==> config.mk <==
export PLATFORM = sky130hd
export DESIGN_NAME = sub_sub_add_pipe_flat
export DESIGN_NICKNAME = d
export VERILOG_FILES = /design/src/rtl/sub_sub_add_pipe_if.sv /design/src/rtl/sub_sub_add_pipe.sv /design/src/flat_wrapper.sv
export SDC_FILE = /design/constraint.sdc
export NUM_CORES = 1
export LEC_CHECK = 0
export CORE_MARGIN = 10
export CORE_UTILIZATION = 40
export DETAILED_ROUTE_END_ITERATION = 12
export PLACE_DENSITY = 0.67
export SYNTH_ARGS = -nofsm -noshare
export SYNTH_HDL_FRONTEND = slang
export SYNTH_SLANG_ARGS = --single-unit
==> constraint.sdc <==
create_clock -name clk -period 2.23 [get_ports clk]
set_clock_uncertainty 0.1 [all_clocks]
set_input_delay 0.223 -clock clk [delete_from_list [all_inputs] [get_ports clk]]
set_output_delay 0.223 -clock clk [all_outputs]
set_load 0.02 [all_outputs]
==> src/rtl/sub_sub_add_pipe_if.sv <==
// Streaming bus for sub_sub_add_pipe: input beat (num1/num2/num3) with
// valid/ready, output beat (result/ovf) with valid/ready, plus overflow
// status, sticky clear and the accepted-beat counter.
// master = the side that produces operands and consumes results.
// slave  = the arithmetic unit.
interface sub_sub_add_pipe_if #(
    parameter int unsigned DATA_WIDTH = 8,
    parameter int unsigned LANES      = 4,
    parameter int unsigned CNT_WIDTH  = 16
);
    logic                          in_valid;
    logic                          in_ready;
    logic [LANES*DATA_WIDTH-1:0]   num1;
    logic [LANES*DATA_WIDTH-1:0]   num2;
    logic [LANES*DATA_WIDTH-1:0]   num3;
    logic                          out_valid;
    logic                          out_ready;
    logic [LANES*DATA_WIDTH-1:0]   result;
    logic [LANES-1:0]              ovf;
    logic [LANES-1:0]              ovf_sticky;
    logic                          ovf_clr;
    logic [CNT_WIDTH-1:0]          beat_cnt;

    modport master (
        output in_valid, num1, num2, num3, out_ready, ovf_clr,
        input  in_ready, out_valid, result, ovf, ovf_sticky, beat_cnt
    );

    modport slave (
        input  in_valid, num1, num2, num3, out_ready, ovf_clr,
        output in_ready, out_valid, result, ovf, ovf_sticky, beat_cnt
    );
endinterface

==> src/rtl/sub_sub_add_pipe.sv <==
// sub_sub_add_pipe: per-lane result = num3 - num1 - num2, two-stage
// valid/ready pipeline with per-lane overflow flag, sticky overflow status
// and a wrapping count of accepted output beats.
// Optional feature macro: SUB_SUB_ADD_SATURATE_EN -- when defined, an
// overflowing lane clamps to the signed min/max instead of wrapping.
module sub_sub_add_pipe #(
    parameter int unsigned DATA_WIDTH = 8,
    parameter int unsigned LANES      = 4,
    parameter int unsigned CNT_WIDTH  = 16
) (
    input  logic              clk,
    input  logic              rst_n,
    sub_sub_add_pipe_if.slave bus
);

    // Two guard bits hold any -a-b+c of DATA_WIDTH-bit signed operands.
    localparam int unsigned EXT_W = DATA_WIDTH + 2;
    localparam int unsigned VEC_W = LANES * DATA_WIDTH;
    localparam int unsigned P_W   = LANES * EXT_W;

    // Stage 1: partial sum and the addend, captured on input transfer
    logic                 v1_q, v1_d;
    logic [P_W-1:0]       p_q, p_d;
    logic [VEC_W-1:0]     c_q, c_d;

    // Stage 2: final lane results and overflow flags
    logic                 v2_q, v2_d;
    logic [VEC_W-1:0]     result_q, result_d;
    logic [LANES-1:0]     ovf_q, ovf_d;

    // Status
    logic [LANES-1:0]     sticky_q, sticky_d;
    logic [CNT_WIDTH-1:0] cnt_q, cnt_d;

    // Handshake / datapath combinational terms
    logic                 s2_load_c;
    logic                 s1_load_c;
    logic                 in_xfer_c;
    logic                 out_xfer_c;
    logic [P_W-1:0]       p_calc_c;
    logic [VEC_W-1:0]     res_calc_c;
    logic [LANES-1:0]     ovf_calc_c;
    logic [EXT_W-1:0]     r_c [LANES];

    function automatic logic [EXT_W-1:0] sext(input logic [DATA_WIDTH-1:0] x);
        return {{(EXT_W - DATA_WIDTH){x[DATA_WIDTH-1]}}, x};
    endfunction

    // Stall rule: a stage loads when it is empty or its successor advances.
    always_comb begin
        s2_load_c  = ~v2_q | bus.out_ready;
        s1_load_c  = ~v1_q | s2_load_c;
        in_xfer_c  = bus.in_valid & s1_load_c;
        out_xfer_c = v2_q & bus.out_ready;
    end

    // Stage 1 arithmetic: p = -num1 - num2 in the widened domain.
    always_comb begin
        p_calc_c = '0;
        for (int unsigned i = 0; i < LANES; i++) begin
            p_calc_c[i*EXT_W +: EXT_W] = -sext(bus.num1[i*DATA_WIDTH +: DATA_WIDTH])
                                         - sext(bus.num2[i*DATA_WIDTH +: DATA_WIDTH]);
        end
    end

    // Stage 2 arithmetic: r = p + num3, range check, then wrap or clamp.
    always_comb begin
        r_c        = '{default: '0};
        res_calc_c = '0;
        ovf_calc_c = '0;
        for (int unsigned i = 0; i < LANES; i++) begin
            r_c[i] = p_q[i*EXT_W +: EXT_W] + sext(c_q[i*DATA_WIDTH +: DATA_WIDTH]);
            // In range exactly when the guard bits and the result sign agree.
            ovf_calc_c[i] = ~((&r_c[i][EXT_W-1:DATA_WIDTH-1]) |
                              ~(|r_c[i][EXT_W-1:DATA_WIDTH-1]));
`ifdef SUB_SUB_ADD_SATURATE_EN
            if (ovf_calc_c[i]) begin
                res_calc_c[i*DATA_WIDTH +: DATA_WIDTH] = r_c[i][EXT_W-1]
                    ? {1'b1, {(DATA_WIDTH - 1){1'b0}}}
                    : {1'b0, {(DATA_WIDTH - 1){1'b1}}};
            end else begin
                res_calc_c[i*DATA_WIDTH +: DATA_WIDTH] = r_c[i][DATA_WIDTH-1:0];
            end
`else
            res_calc_c[i*DATA_WIDTH +: DATA_WIDTH] = r_c[i][DATA_WIDTH-1:0];
`endif
        end
    end

    // Next-state: stage advance, data capture, sticky and counter update.
    always_comb begin
        v1_d     = v1_q;
        p_d      = p_q;
        c_d      = c_q;
        v2_d     = v2_q;
        result_d = result_q;
        ovf_d    = ovf_q;
        sticky_d = sticky_q;
        cnt_d    = cnt_q;

        if (s1_load_c) begin
            v1_d = bus.in_valid;
        end
        if (in_xfer_c) begin
            p_d = p_calc_c;
            c_d = bus.num3;
        end

        if (s2_load_c) begin
            v2_d = v1_q;
        end
        // Only real beats overwrite the output registers, so result/ovf
        // keep their last values while out_valid is low.
        if (s2_load_c && v1_q) begin
            result_d = res_calc_c;
            ovf_d    = ovf_calc_c;
        end

        // Clear first, then set, so a same-cycle set survives the clear.
        if (bus.ovf_clr) begin
            sticky_d = '0;
        end
        if (out_xfer_c) begin
            sticky_d = sticky_d | ovf_q;
            cnt_d    = cnt_q + CNT_WIDTH'(1);
        end
    end

    // State registers with asynchronous flush of both stages and status.
    always_ff @(posedge clk or negedge rst_n) begin
        if (!rst_n) begin
            v1_q     <= 1'b0;
            p_q      <= '0;
            c_q      <= '0;
            v2_q     <= 1'b0;
            result_q <= '0;
            ovf_q    <= '0;
            sticky_q <= '0;
            cnt_q    <= '0;
        end else begin
            v1_q     <= v1_d;
            p_q      <= p_d;
            c_q      <= c_d;
            v2_q     <= v2_d;
            result_q <= result_d;
            ovf_q    <= ovf_d;
            sticky_q <= sticky_d;
            cnt_q    <= cnt_d;
        end
    end

    // Output drive
    assign bus.in_ready   = s1_load_c;
    assign bus.out_valid  = v2_q;
    assign bus.result     = result_q;
    assign bus.ovf        = ovf_q;
    assign bus.ovf_sticky = sticky_q;
    assign bus.beat_cnt   = cnt_q;

endmodule

==> src/flat_wrapper.sv <==
// flat-port wrapper written by rule: the top's interface ports become plain ports
module sub_sub_add_pipe_flat 
#(
    parameter int unsigned DATA_WIDTH = 8,
    parameter int unsigned LANES      = 4,
    parameter int unsigned CNT_WIDTH  = 16
)
  (clk, rst_n, bus_in_valid, bus_num1, bus_num2, bus_num3, bus_out_ready, bus_ovf_clr, bus_in_ready, bus_out_valid, bus_result, bus_ovf, bus_ovf_sticky, bus_beat_cnt);
  sub_sub_add_pipe_if #(.DATA_WIDTH(DATA_WIDTH), .LANES(LANES), .CNT_WIDTH(CNT_WIDTH)) bus_i ();
  input  logic clk;
  input  logic rst_n;
  input wire logic [$bits(bus_i.in_valid)-1:0] bus_in_valid;
  input wire logic [$bits(bus_i.num1)-1:0] bus_num1;
  input wire logic [$bits(bus_i.num2)-1:0] bus_num2;
  input wire logic [$bits(bus_i.num3)-1:0] bus_num3;
  input wire logic [$bits(bus_i.out_ready)-1:0] bus_out_ready;
  input wire logic [$bits(bus_i.ovf_clr)-1:0] bus_ovf_clr;
  output wire logic [$bits(bus_i.in_ready)-1:0] bus_in_ready;
  output wire logic [$bits(bus_i.out_valid)-1:0] bus_out_valid;
  output wire logic [$bits(bus_i.result)-1:0] bus_result;
  output wire logic [$bits(bus_i.ovf)-1:0] bus_ovf;
  output wire logic [$bits(bus_i.ovf_sticky)-1:0] bus_ovf_sticky;
  output wire logic [$bits(bus_i.beat_cnt)-1:0] bus_beat_cnt;
  assign bus_i.in_valid = bus_in_valid;
  assign bus_i.num1 = bus_num1;
  assign bus_i.num2 = bus_num2;
  assign bus_i.num3 = bus_num3;
  assign bus_i.out_ready = bus_out_ready;
  assign bus_i.ovf_clr = bus_ovf_clr;
  assign bus_in_ready = bus_i.in_ready;
  assign bus_out_valid = bus_i.out_valid;
  assign bus_result = bus_i.result;
  assign bus_ovf = bus_i.ovf;
  assign bus_ovf_sticky = bus_i.ovf_sticky;
  assign bus_beat_cnt = bus_i.beat_cnt;
  sub_sub_add_pipe #(.DATA_WIDTH(DATA_WIDTH), .LANES(LANES), .CNT_WIDTH(CNT_WIDTH)) u_core (.clk(clk), .rst_n(rst_n), .bus(bus_i));
endmodule
==> out/metrics.sh <==
CRITICAL_PATH.MAX_FANOUT=2
FF2FF_SETUP_SLACK_NS=-0.10
DIEHEIGHT_MICRONS=162
CP_SLOWEST_STAGE_DELAY_NS=0.38
FINALNETCOUNT=1258
TIMING.RR.END='u_core.bus.ovf[2]$_DFFE_PN0P_'
LAYOUT.CELLS.MOST_COMMON_LIST='152 x sky130_fd_sc_hd__clkdlybuf4s50_1, 128 x sky130_fd_sc_hd__dfrtp_1, 96 x sky130_fd_sc_hd__nand2_1'
MAX-CAP-VIOLATIONS=0
POST-ROUTE-DRC-COUNT=0
CLK_PIN_SLEW_NS=0.06
SYNTH-COMPOUND-AREA-SHARE_PCT=13.2
YOSYS_WARNINGS=0
POWER.DENSITY_CELL_AREA_nW_PER_UM2=1020
LAYOUT-DRIVE-GT1-SHARE_PCT=24.4
SLEW_VIOL_FINAL=0
RSZ_0062_RAISED_AFTER_GLOBAL_ROUTING='true'
VIOLATIONS='setup timing'
R2R-START='u_core.p_q[20]$_DFFE_PN0P_'
SYNTH_AREA_IN_ADDERS_PCT=17.7
MAX_FREQ_GHz=0.429
OUTCOME='finished with violations'
TIGHTESTPINTRANSITION_NS=0.523
HOLD_VIOLATIONS=0
CP_NUM_CELLS=9
SLEW_HEADROOM_PCT=65.2
GPL.FINAL_WEIGHTED_CONGESTION=0.813
TIMING.CRITICAL_PATH.ARRIVAL_NS=2.52
BUFFER_PORTS.INSERTED=158
TIMING.CRITICAL_PATH.CELLS='ha_2 -> fa_2 -> a21oi_2 -> o2111ai_2 -> a21o_2 -> a21oi_2 -> xnor2_2 -> and3_4 -> o31ai_4'
FINALSETUPVIOLATIONS=3
HOLD_PATH_CLASS='input pin to async pin'
PIN_COUNT_OF_THE_BIGGEST_NET_ENTERING_GLOBAL_ROUTING=55
YOSYS_MOST_USED_DFF='sky130_fd_sc_hd__dfrtp_1'
FINALWIRELENGTH_MICRONS=19300
VIA_COUNT=6384
COUNT_OF_DISTINCT_CELL_TYPES_IN_THE_SYNTHESIZED_NETLIST=45
WORST_SETUP_PATH_END_KIND='register'
DP_HPWL_MICRONS=14600
SETUP.WORST_PATH.START_CLASS='register'
SYNTHESIS.AREA_SQ_UM=8050
SYN_TO_FINAL_GROWTH_PCT=45.3
ANT_NETS=0
NUM_ROWS=51
CLOCK-ROOT-BUFFER='sky130_fd_sc_hd__clkbuf_16'
CLOCK_TREE_FROM_TRITONCTS='done'
WORST_EP_REQUIRED_TIME_NS=2.42
LEAKAGE_nW=5.48
VIAS_PER_CELL=4.81
FINAL_MIN_PERIOD_OVER_CLOCK_PERIOD_PCT=105
SYNTH.AVG_CELL_AREA_SQ_UM=10.1
DIE_WIDTH_MICRONS=162
TRITONCTS_NUM_SINKS=130
CLOCK_LATENCY_NS=0.41
CORE_REGION_AREA_SQ_UM=19700
HTREEDEPTH=4
YOSYS-MUX-AREA-FRACTION_PCT=6.72
DIE_AREA_SQ_UM=26200
POWER.IR.VDD_WORST_mV=0.461
INITIAL_UTILIZATION_PCT=40.9
FINAL_CELLS=1326
GLOBAL_ROUTE.USAGE.TOTAL_PCT=14.3
MAIN_COMBINATIONAL_CELL_FAMILY_BY_AREA_AFTER_SYNTHESIS='adder cells'
POST-ROUTE-WORST-SETUP-SLACK_NS=-0.103
INITIAL_ANTENNA_VIOLATION_COUNT=1
NUM_ANTENNA_CELLS=0
PATH_DELAY_FAMILY='compound AO/OA/AOI/OAI gates'
IO_PINS=159
SYNTH-EDFF-COUNT=0
FINAL_PERIOD_MINUS_WORST_SETUP_SLACK_NS=2.33
SYNTH-ASYNC-RESET-RATIO_PCT=100
POST-PLACE-CELLS=1270
YS_SEQ_AREA_SHARE_PCT=40.4
DRT-INITIAL-DRC-COUNT=218
CRIT_TYPE='register to register'
SYNTH_XOR_XNOR_AREA_SHARE_PCT=7.95
NUMBER_OF_STANDARD_CELLS_AFTER_SYNTHESIS=800
CP_COMMON_CELL='sky130_fd_sc_hd__a21oi_2'
WORSTREGTOREGCELLS=9
CP_SLOWEST_CELL='sky130_fd_sc_hd__dfrtp_1'
WORST_CASE_HOLD_SLACK_NS=0.239
POSTSYNTHREGISTERBITS=130
FIRST_PASS_ITERS=4
SYN_NETS=1010
CTS_MADE_BUFFERS=17
YOSYS.AREA_SHARE.SIMPLE_PCT=8.77
GRT_FIRST_PASS_WIRELENGTH_MICRONS=31000
TOTALNEGATIVESETUPSLACK_NS=-0.216
PATH_BUF_INV=0
MOSTFREQUENTLAYOUTCELL='sky130_fd_sc_hd__clkdlybuf4s50_1'
WL_PER_CELL_MICRONS=14.6
GLOBALROUTEOVERFLOWTOTAL=0
FINALPOWER_mW=11.9
GRT_PASS1_VIAS=6495
LAYOUT.CORE_UTILIZATION_PCT=59.5
CLOCKBUFFERDEPTH=2
## worst register-to-register path, stage by stage, from the launching register on
cell                        delay [ns]
sky130_fd_sc_hd__dfrtp_1          0.38
sky130_fd_sc_hd__ha_2             0.21
sky130_fd_sc_hd__fa_2             0.38
sky130_fd_sc_hd__a21oi_2          0.17
sky130_fd_sc_hd__o2111ai_2        0.16
sky130_fd_sc_hd__a21o_2           0.22
sky130_fd_sc_hd__a21oi_2          0.17
sky130_fd_sc_hd__xnor2_2          0.15
sky130_fd_sc_hd__and3_4           0.22
sky130_fd_sc_hd__o31ai_4          0.05
## layer usage
layer	routed length (microns)	GRT usage, %	vias to the layer above
met5	7	0	-
met4	165	3.60	2
met3	991	4.47	14
met2	9500	24.5	127
met1	8650	17.1	2999
li1	-	-	3242
## cell usage after synthesis, types with 2 or more instances
library cell                  n  area share (%)
sky130_fd_sc_hd__xnor2_1     57             6.2
sky130_fd_sc_hd__a211oi_1     2            0.19
sky130_fd_sc_hd__ha_1       101              16
sky130_fd_sc_hd__nand2_1     98             4.6
sky130_fd_sc_hd__a32oi_1      2            0.22
sky130_fd_sc_hd__and3_1       5            0.39
sky130_fd_sc_hd__or2_2        2            0.16
sky130_fd_sc_hd__nand2b_1     7            0.54
sky130_fd_sc_hd__dfrtp_1    130              40
sky130_fd_sc_hd__nand3_1     12            0.75
sky130_fd_sc_hd__a31oi_1      7            0.54
sky130_fd_sc_hd__and2_1       3            0.23
sky130_fd_sc_hd__fa_1         8             2.0
sky130_fd_sc_hd__a211o_1      6            0.65
sky130_fd_sc_hd__o31ai_1      5            0.47
sky130_fd_sc_hd__o21a_1       2            0.19
sky130_fd_sc_hd__xor2_1      16             1.7
sky130_fd_sc_hd__mux2_2      48             6.7
sky130_fd_sc_hd__buf_2        2            0.12
sky130_fd_sc_hd__nor2b_1      3            0.23
sky130_fd_sc_hd__a311oi_1     2            0.22
sky130_fd_sc_hd__a211oi_2     3            0.47
sky130_fd_sc_hd__nor3_1       8            0.50
sky130_fd_sc_hd__nand4_1      7            0.54
sky130_fd_sc_hd__clkbuf_1    17            0.79
sky130_fd_sc_hd__nor2_1       7            0.33
sky130_fd_sc_hd__a21o_1      16             1.5
sky130_fd_sc_hd__inv_1       91             4.2
sky130_fd_sc_hd__a21oi_1     38             2.4
sky130_fd_sc_hd__o21bai_1     8            0.75
sky130_fd_sc_hd__a21oi_2      2            0.22
sky130_fd_sc_hd__o2111ai_1    5            0.54
sky130_fd_sc_hd__o21ai_0     68             4.2
## kinds of logic after synthesis
group,count (synthesis)
compound gates,172
simple gates,157
flops,130
buf+inv,111
fa+ha+maj,109
xor+xnor,73
mux,48
## per-stage QoR
step / setup WS [ns] / instance area, sq um
after floorplan: -0.0283 / 8060
final: -0.103 / 11700
after global routing: -0.186 / 11700
after global placement: -0.488 / 10500
after detailed placement: -0.548 / 10500
after CTS: -0.0682 / 11300
## where the power goes
| part | internal [mW] | switching (mW) | total, mW | leakage [nW] |
|---|---|---|---|---|
| Combinational | 2.87 | 2.68 | 5.55 | 3.61 |
| Clock | 1.84 | 1.01 | 2.85 | 0.300 |
| Sequential | 3.03 | 0.504 | 3.53 | 1.57 |
## worst max-delay path by stage
stage | from | end | slack (ns)
after floorplan | u_core.c_q[16]$_DFFE_PN0P_ | u_core.bus.ovf[2]$_DFFE_PN0P_ | -0.03
after global placement | bus_num2[18] | u_core.p_q[28]$_DFFE_PN0P_ | -0.49
after detailed placement | bus_num2[26] | u_core.p_q[38]$_DFFE_PN0P_ | -0.55
after CTS | u_core.c_q[16]$_DFFE_PN0P_ | u_core.bus.ovf[2]$_DFFE_PN0P_ | -0.07
after global routing | u_core.p_q[20]$_DFFE_PN0P_ | u_core.bus.ovf[2]$_DFFE_PN0P_ | -0.19
final | u_core.p_q[20]$_DFFE_PN0P_ | u_core.bus.ovf[2]$_DFFE_PN0P_ | -0.10
## registers in the layout, indices dropped and copies added (netlist names)
signal	count
u_core.bus.beat_cnt	16
u_core.bus.out_valid	1
u_core.bus.ovf	4
u_core.bus.ovf_sticky	4
u_core.bus.result	32
u_core.c_q	32
u_core.p_q	40
u_core.v1_q	1
## repair_timing
action / 4_1_cts / 5_1_grt
endpoints found under the hold margin: 50 / 0
gates resized for setup: 42 / 62
setup buffers: 11 / 13
setup endpoints to repair: 14 / 21
hold buffers: 1 / 0
pin swaps: 45 / 78
## final cells by class
| type | instances | area (sq um) |
|---|---|---|
| Clock buffer | 22 | 474 |
| Clock inverter | 10 | 131 |
| Fill cell | 1718 | 7970 |
| Inverter | 91 | 342 |
| Multi-Input combinational cell | 559 | 4840 |
| Sequential cell | 130 | 3260 |
| Tap cell | 265 | 332 |
| Timing Repair Buffer | 249 | 2310 |
No activity file was read; power rests on OpenSTA's default activity.
